### config.mk
export PLATFORM = sky130hd
export DESIGN_NAME = bp_update_scheduler
export DESIGN_NICKNAME = d
export VERILOG_FILES = /design/src/rtl/bp_pkg.sv /design/src/rtl/bp_update_fifo.sv /design/src/rtl/bp_update_scheduler.sv
export SDC_FILE = /design/constraint.sdc
export NUM_CORES = 1
export LEC_CHECK = 0
export ABC_AREA = 1
export CAP_MARGIN = 20
export CORE_MARGIN = 4
export CORE_UTILIZATION = 30
export CTS_CLUSTER_DIAMETER = 150
export DETAILED_ROUTE_END_ITERATION = 6
export PLACE_DENSITY = 0.49
export SYNTH_ARGS = -nofsm -noshare
export SYNTH_HDL_FRONTEND = slang
export SYNTH_SLANG_ARGS = --single-unit
### constraint.sdc
create_clock -name clk -period 3.8 [get_ports clk]
set_clock_uncertainty 0.15 [all_clocks]
set_input_delay 0.38 -clock clk [delete_from_list [all_inputs] [get_ports clk]]
set_output_delay 0.38 -clock clk [all_outputs]
set_load 0.01 [all_outputs]
### src/rtl/bp_pkg.sv
// Shared types and defaults for the branch-predictor update scheduler.
// Used by bp_update_fifo and bp_update_scheduler.
package bp_pkg;

    typedef enum logic [0:0] {
        NORMAL = 1'b0,
        DRAIN  = 1'b1
    } sched_state_t;

    typedef struct packed {
        logic [31:0] pc;
        logic        taken;
    } bp_update_t;

    localparam int BP_DEFAULT_DEPTH        = 4;
    localparam int BP_DEFAULT_STARVE_LIMIT = 8;
    localparam int BP_STARVE_W             = 8;

endpackage

### src/rtl/bp_update_fifo.sv
// Update buffer for resolved branches: DEPTH entries (power of two), head visible
// combinationally. Pushes are ignored when full and pops are ignored when empty.
module bp_update_fifo
    import bp_pkg::*;
#(
    parameter int DEPTH = BP_DEFAULT_DEPTH
) (
    input  logic                   clk,
    input  logic                   rst,
    input  logic                   push,
    input  bp_update_t             push_data,
    input  logic                   pop,
    output bp_update_t             head,
    output logic                   full,
    output logic                   empty,
    output logic [$clog2(DEPTH):0] count
);

    localparam int AW = $clog2(DEPTH);
    localparam int CW = AW + 1;

    bp_update_t        mem [DEPTH];
    logic [AW-1:0]     rd_ptr;
    logic [AW-1:0]     wr_ptr;
    logic              do_push;
    logic              do_pop;

    always_comb begin
        full    = (count == CW'(DEPTH));
        empty   = (count == '0);
        do_push = push && !full;
        do_pop  = pop && !empty;
        head    = mem[rd_ptr];
    end

    // Storage is not reset: a cleared count already hides stale entries.
    always_ff @(posedge clk) begin
        if (do_push && !rst) begin
            mem[wr_ptr] <= push_data;
        end
    end

    // Pointer wrap relies on DEPTH being a power of two.
    always_ff @(posedge clk) begin
        if (rst) begin
            rd_ptr <= '0;
            wr_ptr <= '0;
            count  <= '0;
        end else begin
            if (do_push) begin
                wr_ptr <= wr_ptr + AW'(1);
            end
            if (do_pop) begin
                rd_ptr <= rd_ptr + AW'(1);
            end
            count <= count + CW'(do_push) - CW'(do_pop);
        end
    end

endmodule

### src/rtl/bp_update_scheduler.sv
// Arbitrates the predictor's single PC port between fetch lookups and buffered
// resolution updates. Optional statistics counters: define BP_SCHED_STATS_EN.
//
// state  | meaning
// NORMAL | lookups have priority; buffered updates use idle cycles
// DRAIN  | every cycle writes the FIFO head until the buffer is empty
module bp_update_scheduler
    import bp_pkg::*;
#(
    parameter int DEPTH        = BP_DEFAULT_DEPTH,
    parameter int STARVE_LIMIT = BP_DEFAULT_STARVE_LIMIT
) (
    input  logic                   clk,
    input  logic                   rst,
    input  logic                   lookup_req,
    input  logic [31:0]            lookup_pc,
    output logic                   lookup_grant,
    output logic                   lookup_take,
    input  logic                   upd_valid,
    input  logic [31:0]            upd_pc,
    input  logic                   upd_taken,
    output logic                   upd_ready,
    output logic [31:0]            bp_pc,
    output logic                   bp_write_en,
    output logic                   bp_branch_taken,
    input  logic                   bp_take_branch,
    output logic [$clog2(DEPTH):0] pending
`ifdef BP_SCHED_STATS_EN
    ,
    output logic [31:0]            stat_lookups,
    output logic [31:0]            stat_updates,
    output logic [31:0]            stat_stall_cycles
`endif
);

    localparam int                     CW       = $clog2(DEPTH) + 1;
    localparam logic [CW-1:0]          DEPTH_C  = CW'(DEPTH);
    localparam logic [BP_STARVE_W-1:0] STARVE_C = BP_STARVE_W'(STARVE_LIMIT);

    sched_state_t           state_q;
    sched_state_t           state_d;
    logic [BP_STARVE_W-1:0] starve_q;
    logic [BP_STARVE_W-1:0] starve_d;

    bp_update_t    push_data;
    bp_update_t    head;
    logic          fifo_full;
    logic          fifo_empty;
    logic [CW-1:0] count;
    logic [CW-1:0] count_next;
    logic          push;
    logic          lookup_slot;
    logic          update_slot;

    always_comb begin
        push_data.pc    = upd_pc;
        push_data.taken = upd_taken;
        push            = upd_valid && !fifo_full;
    end

    bp_update_fifo #(
        .DEPTH (DEPTH)
    ) u_fifo (
        .clk       (clk),
        .rst       (rst),
        .push      (push),
        .push_data (push_data),
        .pop       (update_slot),
        .head      (head),
        .full      (fifo_full),
        .empty     (fifo_empty),
        .count     (count)
    );

    always_ff @(posedge clk) begin
        if (rst) begin
            state_q  <= NORMAL;
            starve_q <= '0;
        end else begin
            state_q  <= state_d;
            starve_q <= starve_d;
        end
    end

    // Port arbitration is gated by rst so no write can leak out of a reset cycle.
    always_comb begin
        lookup_slot = 1'b0;
        update_slot = 1'b0;
        if (!rst) begin
            lookup_slot = (state_q == NORMAL) && lookup_req;
            update_slot = !fifo_empty && ((state_q == DRAIN) || !lookup_req);
        end
        count_next = count + CW'(push) - CW'(update_slot);
    end

    always_comb begin
        state_d  = state_q;
        starve_d = starve_q;
        unique case (state_q)
            NORMAL: begin
                if (lookup_slot && !fifo_empty) begin
                    starve_d = (starve_q == '1) ? starve_q : starve_q + 1'b1;
                end else begin
                    starve_d = '0;
                end
                if ((starve_d >= STARVE_C) || (count_next == DEPTH_C)) begin
                    state_d = DRAIN;
                end
            end
            DRAIN: begin
                starve_d = '0;
                if (count_next == '0) begin
                    state_d = NORMAL;
                end
            end
            default: begin
                state_d  = NORMAL;
                starve_d = '0;
            end
        endcase
    end

    always_comb begin
        lookup_grant    = lookup_slot;
        lookup_take     = lookup_slot && bp_take_branch;
        bp_write_en     = update_slot;
        bp_branch_taken = update_slot && head.taken;
        bp_pc           = 32'h0;
        if (lookup_slot) begin
            bp_pc = lookup_pc;
        end else if (update_slot) begin
            bp_pc = head.pc;
        end
        upd_ready = !fifo_full;
        pending   = count;
    end

`ifdef BP_SCHED_STATS_EN
    always_ff @(posedge clk) begin
        if (rst) begin
            stat_lookups      <= '0;
            stat_updates      <= '0;
            stat_stall_cycles <= '0;
        end else begin
            if (lookup_slot && (stat_lookups != '1)) begin
                stat_lookups <= stat_lookups + 32'd1;
            end
            if (update_slot && (stat_updates != '1)) begin
                stat_updates <= stat_updates + 32'd1;
            end
            if (lookup_req && !lookup_grant && (stat_stall_cycles != '1)) begin
                stat_stall_cycles <= stat_stall_cycles + 32'd1;
            end
        end
    end
`endif

endmodule

==> impl_metrics.tcl, run 1 <==
set metrics [dict create \
    clk_path_buf_depth 2 \
    maxCapViolCount 0 \
    area_delta_synth_final_pct 32.1 \
    min_path_type "flip-flop to flip-flop" \
    root_buffer "clkbuf_16" \
    clock-sinks 150 \
    path_max_fanout 33 \
    finalInstanceArea_sq_mm 0.00829 \
    antenna_found_initial 0 \
    yosys.area_share.simple 0.0923 \
    gr-usage-all-layers 0.129 \
    setup_tns_ps 0 \
    synth_compound_area_frac 0.148 \
    first_global_vias 4305 \
    initialDrtViolationCount 199 \
    placed_area_sq_mm 0.00770 \
    p_clk_frac 0.353 \
    ctsResizeCount 0 \
    diodes 0 \
    synth_top_family_by_area "compound AO/OA/AOI/OAI gates" \
    cp-end-kind "output pin" \
    gp_congestion 0.750 \
    ys_warn_count 0 \
    wl_um 15000 \
    p_per_area_mw_per_mm2 564 \
    fp.dieH_um 153 \
    fin_cells 903 \
    portBuffers 109 \
    rr_startpoint "u_fifo.count[0]" \
    rows 52 \
    synth_fa_ha_area_frac 0.0243 \
    leakage_nw 2.93 \
    first_pass_iters 4 \
    start_util 0.307 \
    post_cts_buffers 0 \
    dieArea_sq_mm 0.0233 \
    avgSynthCellArea_sq_um 12.4 \
    swShare 0.274 \
    num_vias 4221 \
    hold_path_depth 2 \
    overflow 0 \
    max_freq_ghz 0.318 \
    wl_per_cell_um 16.7 \
    synth_xor_area_frac 0 \
    via_per_inst 4.67 \
    r2r_end "u_fifo.mem[0][0]" \
    ir_drop_mv 0.313 \
    fin_hold_ws_ps 319 \
    h-tree-depth 4 \
    grt_max_degree 67 \
    die_w_um 153 \
    cts_tree "yes" \
    numCtsBuffers 17 \
    hold_end "u_fifo.rd_ptr[1]" \
    slew-limit-headroom 0.530 \
    final.period_utilization 0.826 \
    rsz0062_at_grt "no" \
    io_pins 110 \
    syn_nets 588 \
    crit_required_ps 3270 \
    core_area_sq_mm 0.0204 \
    syn_inst 507 \
    dp_hpwl_um 9480 \
    ys_ff_latch 150 \
    drc 0 \
    arrival_ps 2610 \
    seq_power_share 0.419 \
    hp-start "u_fifo.rd_ptr[1]" \
    synth.mux.area_fraction 0 \
    comb_power_share 0.227 \
    crit_type "flip-flop to output pin" \
    hold_viol 0 \
    switching_power_mw 1.28 \
    path_clk_slew_ps 60 \
    dpl.cell_count 873 \
    synthDistinctLibCells 33 \
    pre_cts_slack_ps 856 \
    yosysSeqAreaShare 0.689 \
    nets 703 \
    report.final.slew_viol_count 0 \
    synth_area_sq_mm 0.00627 \
    cp-start-kind "flip-flop" \
    p_int_mw 3.39 \
    drive_above_1_share 0.0979 \
    ant_nets 0 \
    postCtsHoldBufs 0 \
    worst_pin_slew_ps 706 \
    finalWorstSetupSlack_ps 660 \
    setup_violations 0 \
    post-route-min-period_ps 3140 \
    regToRegSetupSlack_ps 1250 \
    outcome "finished clean" \
    rr_worst_depth 7 \
    clock_latency_ps 410 \
    grt_first_pass_wirelength_um 23300 \
]
worst max-delay path by stage:
stage | depth (start not counted) | slack (ps) | startpoint | to
2_1_floorplan | 6 | 810 | u_fifo.count[0] | u_fifo.mem[0][0]
3_3_place_gp | 7 | 890 | rst | bp_pc[23]
3_5_place_dp | 7 | 860 | rst | bp_pc[23]
4_1_cts | 5 | 510 | flip-flop | bp_pc[1]
5_1_grt | 5 | 420 | flip-flop | bp_pc[8]
6_report | 5 | 660 | flip-flop | bp_pc[0]
cell usage after synthesis, drive strengths merged:
library cell  count  area [sq um]
edfxtp          132          3960
fa                2          40.0
a21boi            1          7.51
nand2            26           115
a21oi             8          40.0
nand4             1          6.26
o21ai            75           375
nor3              2          15.0
nor2             87           358
a31oi             1          6.26
a22o             32           289
clkbuf           10          38.8
dfxtp            18           360
o22ai            32           200
buf              17           115
nand3            13          65.1
nand3b            1          7.51
o21bai            1          7.51
ha                9           113
inv              37           139
or2               2          12.5
layout make-up:
type	instances	area, sq um
multi-input cells	293	1690
flip-flops and latches	150	4330
clock buffers	17	425
inverters	37	139
fillers	1937	12100
clock inverters	13	156
well taps	270	338
repair buffers	123	1210
metrics by stage:
stage,power [mW],utilization
2_1_floorplan,2.62,-
5_1_grt,4.92,0.406
3_3_place_gp,3.06,0.377
6_report,4.67,0.406
3_5_place_dp,3.08,0.377
4_1_cts,4.74,0.406
placed cells by master (no fill, tap or decap), types with 9 or more instances in the layout:
cell type and n:
o22ai_1 32, buf_4 13, edfxtp_1 132, dfxtp_1 17
clkdlybuf4s50_1 109, ha_1 9, a22o_1 31, nor2_1 80
o21ai_1 21, nand2_1 23, o21ai_0 54, nand3_1 13
inv_1 29, clkbuf_16 17
kinds of logic after synthesis:
| kind of cell | Yosys count |
|---|---|
| AO/OA/AOI/OAI | 150 |
| flip-flops | 150 |
| AND/OR/NAND/NOR | 132 |
| buffers and inverters | 64 |
| adder cells (fa/ha/maj) | 11 |
registers in the layout, summed over array words and instances (netlist names), named ones only:
register and count:
u_fifo.mem 132, starve_q 8, u_fifo.count 3, u_fifo.rd_ptr 2
u_fifo.wr_ptr 2, state_q 1
per-layer routing:
metal / vias up / GRT usage / wire length [um]
met1: 2027 / 0.163 / 6990
li1: 2082 / - / -
met5: - / 0 / 0
met3: 11 / 0.0329 / 640
met2: 101 / 0.217 / 7250
met4: 0 / 0.0407 / 167
worst max-delay path, stage by stage (launching register included):
cell and delay, ps:
dfxtp_1 480, inv_2 580, o21ai_0 190, o22ai_1 250, a22o_1 170, clkdlybuf4s50_1 530
power groups by stage:
| stage | logic, mW | clock network, mW | registers, mW |
|---|---|---|---|
| floorplan | 0.625 | 0 | 1.99 |
| global route | 1.19 | 1.76 | 1.97 |
| detailed placement | 1.08 | 0 | 2.00 |
| CTS | 1.09 | 1.69 | 1.96 |
| global placement | 1.07 | 0 | 1.99 |
| finish | 1.06 | 1.65 | 1.96 |
No activity file was read; power rests on OpenSTA's default activity.
==> run 2: changes to the inputs <==
==> constraint.sdc (replaced) <==
create_clock -name clk -period 3 [get_ports clk]
set_clock_uncertainty 0.15 [all_clocks]
set_input_delay 0.3 -clock clk [delete_from_list [all_inputs] [get_ports clk]]
set_output_delay 0.3 -clock clk [all_outputs]
set_load 0.01 [all_outputs]
==> run 2 against run 1 <==
Net effect: design area rose by 0.38%; global-route usage about the same; clock power increased by 22%; total power is 26% higher; sequential share of layout area fell by 0.17 points; first-iteration DRC count rose by 24%; setup slack got worse by 480 ps; flip-flop and latch count did not move; register-to-register slack got worse by 610 ps; largest power group unchanged; highest routed layer unchanged.
==> impl_metrics.tcl, run 2 (synthesis results as in run 1) <==
set metrics [dict create \
    largestRegisters "u_fifo.mem: 132 flops, starve_q: 8 flops, u_fifo.count: 3 flops" \
    gp_congestion 0.759 \
    gr-usage-all-layers 0.129 \
    cts_tree "yes" \
    hold_viol 0 \
    pre_cts_slack_ps 341 \
    wl_um 15000 \
    placed_area_sq_mm 0.00775 \
    area_delta_synth_final_pct 32.6 \
    path_clk_slew_ps 60 \
    layout_common_cells "edfxtp_1, clkdlybuf4s50_1, nor2_1" \
    crit_chain "inv_2 > buf_12 > o21ai_0 > o22ai_1 > a22o_1 > clkdlybuf4s50_1" \
    cp-start-kind "flip-flop" \
    start_util 0.307 \
    worst_pin_slew_ps 541 \
    setup_violations 0 \
    via_per_inst 4.68 \
    endpoint "bp_pc[6]" \
    drive_above_1_share 0.102 \
    nFillCells 1968 \
    rr_startpoint "u_fifo.count[1]" \
    dp_hpwl_um 9430 \
    cp.buffers_inverters 3 \
    ant_nets 0 \
    crit_required_ps 2550 \
    post-route-min-period_ps 2820 \
    finalWorstSetupSlack_ps 175 \
    final_common_cell "edfxtp_1" \
    dieArea_sq_mm 0.0233 \
    slew-limit-headroom 0.639 \
    diodes 0 \
    cpMaxStageDelayCell "clkdlybuf4s50_1" \
    numCtsBuffers 17 \
    min_path_type "flip-flop to flip-flop" \
    dpl.cell_count 876 \
    grt_first_pass_wirelength_um 23400 \
    fp.dieH_um 153 \
    post_cts_buffers 0 \
    clock-sinks 150 \
    first_pass_iters 4 \
    clk_path_buf_depth 2 \
    overflow 0 \
    rsz0062_at_grt "no" \
    largest_register_ffs 132 \
    finalInstanceArea_sq_mm 0.00832 \
    rows 52 \
    p_per_area_mw_per_mm2 707 \
    regToRegSetupSlack_ps 640 \
    fin_cells 907 \
    setup_tns_ps 0 \
    r2r_end "state_q" \
    maxCapViolCount 0 \
    initialDrtViolationCount 247 \
    grt_max_degree 45 \
    crit_type "flip-flop to output pin" \
    critPathMaxStageDelay_ps 530 \
    portBuffers 109 \
    clock_latency_ps 410 \
    path_max_fanout 44 \
    max_freq_ghz 0.354 \
    top_register "u_fifo.mem" \
    core_area_sq_mm 0.0204 \
    final.period_utilization 0.942 \
    cp-end-kind "output pin" \
    path_delay_family "buffers and inverters" \
    nets 706 \
    leakage_nw 2.94 \
    wl_per_cell_um 16.6 \
    num_vias 4243 \
    rr_worst_depth 13 \
    io_pins 110 \
    antenna_found_initial 0 \
    outcome "finished clean" \
    h-tree-depth 4 \
    first_global_vias 4212 \
    report.final.slew_viol_count 0 \
    die_w_um 153 \
    root_buffer "clkbuf_16" \
    drc 0 \
    ir_drop_mv 0.481 \
    cp.depth 6 \
    arrival_ps 2370 \
]
[run 2: cell count changes in the layout (fill, tap and decap cells not counted), sizes merged]
| cell | before | now |
|---|---|---|
| buf | 14 | 17 |
| bufinv | 3 | 2 |
| clkbuf | 17 | 20 |
| clkinv | 6 | 4 |
| clkinvlp | 2 | 3 |
[run 2: report_power, final]
part | total (mW) | internal, mW | switching (mW)
sequential | 2.51 | 2.42 | 0.0878
combinational | 1.35 | 0.611 | 0.743
clock | 2.02 | 1.22 | 0.795
total | 5.88 | 4.25 | 1.63
[run 2: worst register-to-register path, delay by kind of cell, from the launching register on]
kind,cells,cell delay (ps)
adders and majority gates,3,840
and+or+nand+nor,8,810
DFF,1,360
buffers and inverters,2,140
[run 2: cell type report]
class	count	area (sq um)	share of cell area
clock buffer	20	437	0.0525
clock inverter	11	126	0.0152
inverter	37	139	0.0167
multi-input combinational	293	1690	0.204
sequential	150	4330	0.520
tap	270	338	0.0406
timing repair buffer	126	1260	0.151
[run 2: what timing repair did]
action	in CTS	in global routing
endpoints found under the setup margin	4	0
hold endpoints to repair	0	0
gates resized for setup	1	0
hold buffers	0	0
[run 2: metal layers]
layer  GRT usage  wire length, um  vias up
met3      0.0307              656       17
met2       0.212             7110      111
met5           0                0        -
li1            -                -     2086
met1       0.165             7070     2029
met4      0.0496              198        0
[run 2: stage by stage]
stage	utilization	hold WS [ps]	total power [mW]
final	0.407	323	5.88
after global routing	0.407	352	6.19
after CTS	0.407	330	5.96
after detailed placement	0.379	319	3.94
after global placement	0.379	311	3.90
after floorplan	-	221	3.32
[run 2: worst min-delay path by stage]
stage,depth (start not counted),to,startpoint
2_1_floorplan,1,u_fifo.count[0],rst
3_3_place_gp,1,u_fifo.rd_ptr[0],u_fifo.rd_ptr[0]
3_5_place_dp,2,u_fifo.rd_ptr[1],u_fifo.rd_ptr[1]
4_1_cts,2,flip-flop,u_fifo.rd_ptr[1]
5_1_grt,2,flip-flop,u_fifo.rd_ptr[1]
6_report,2,flip-flop,u_fifo.rd_ptr[1]
==> run 3: changes to the inputs <==
--- a/config.mk
+++ b/config.mk
@@ -6,6 +6,7 @@
 export NUM_CORES = 1
 export LEC_CHECK = 0
 export ABC_AREA = 1
+export ABC_CLOCK_PERIOD_IN_PS = 3000
 export CAP_MARGIN = 20
 export CORE_MARGIN = 4
 export CORE_UTILIZATION = 30
==> results of run 3 <==
Final layout, timing and power as in run 2 (identical DEF).
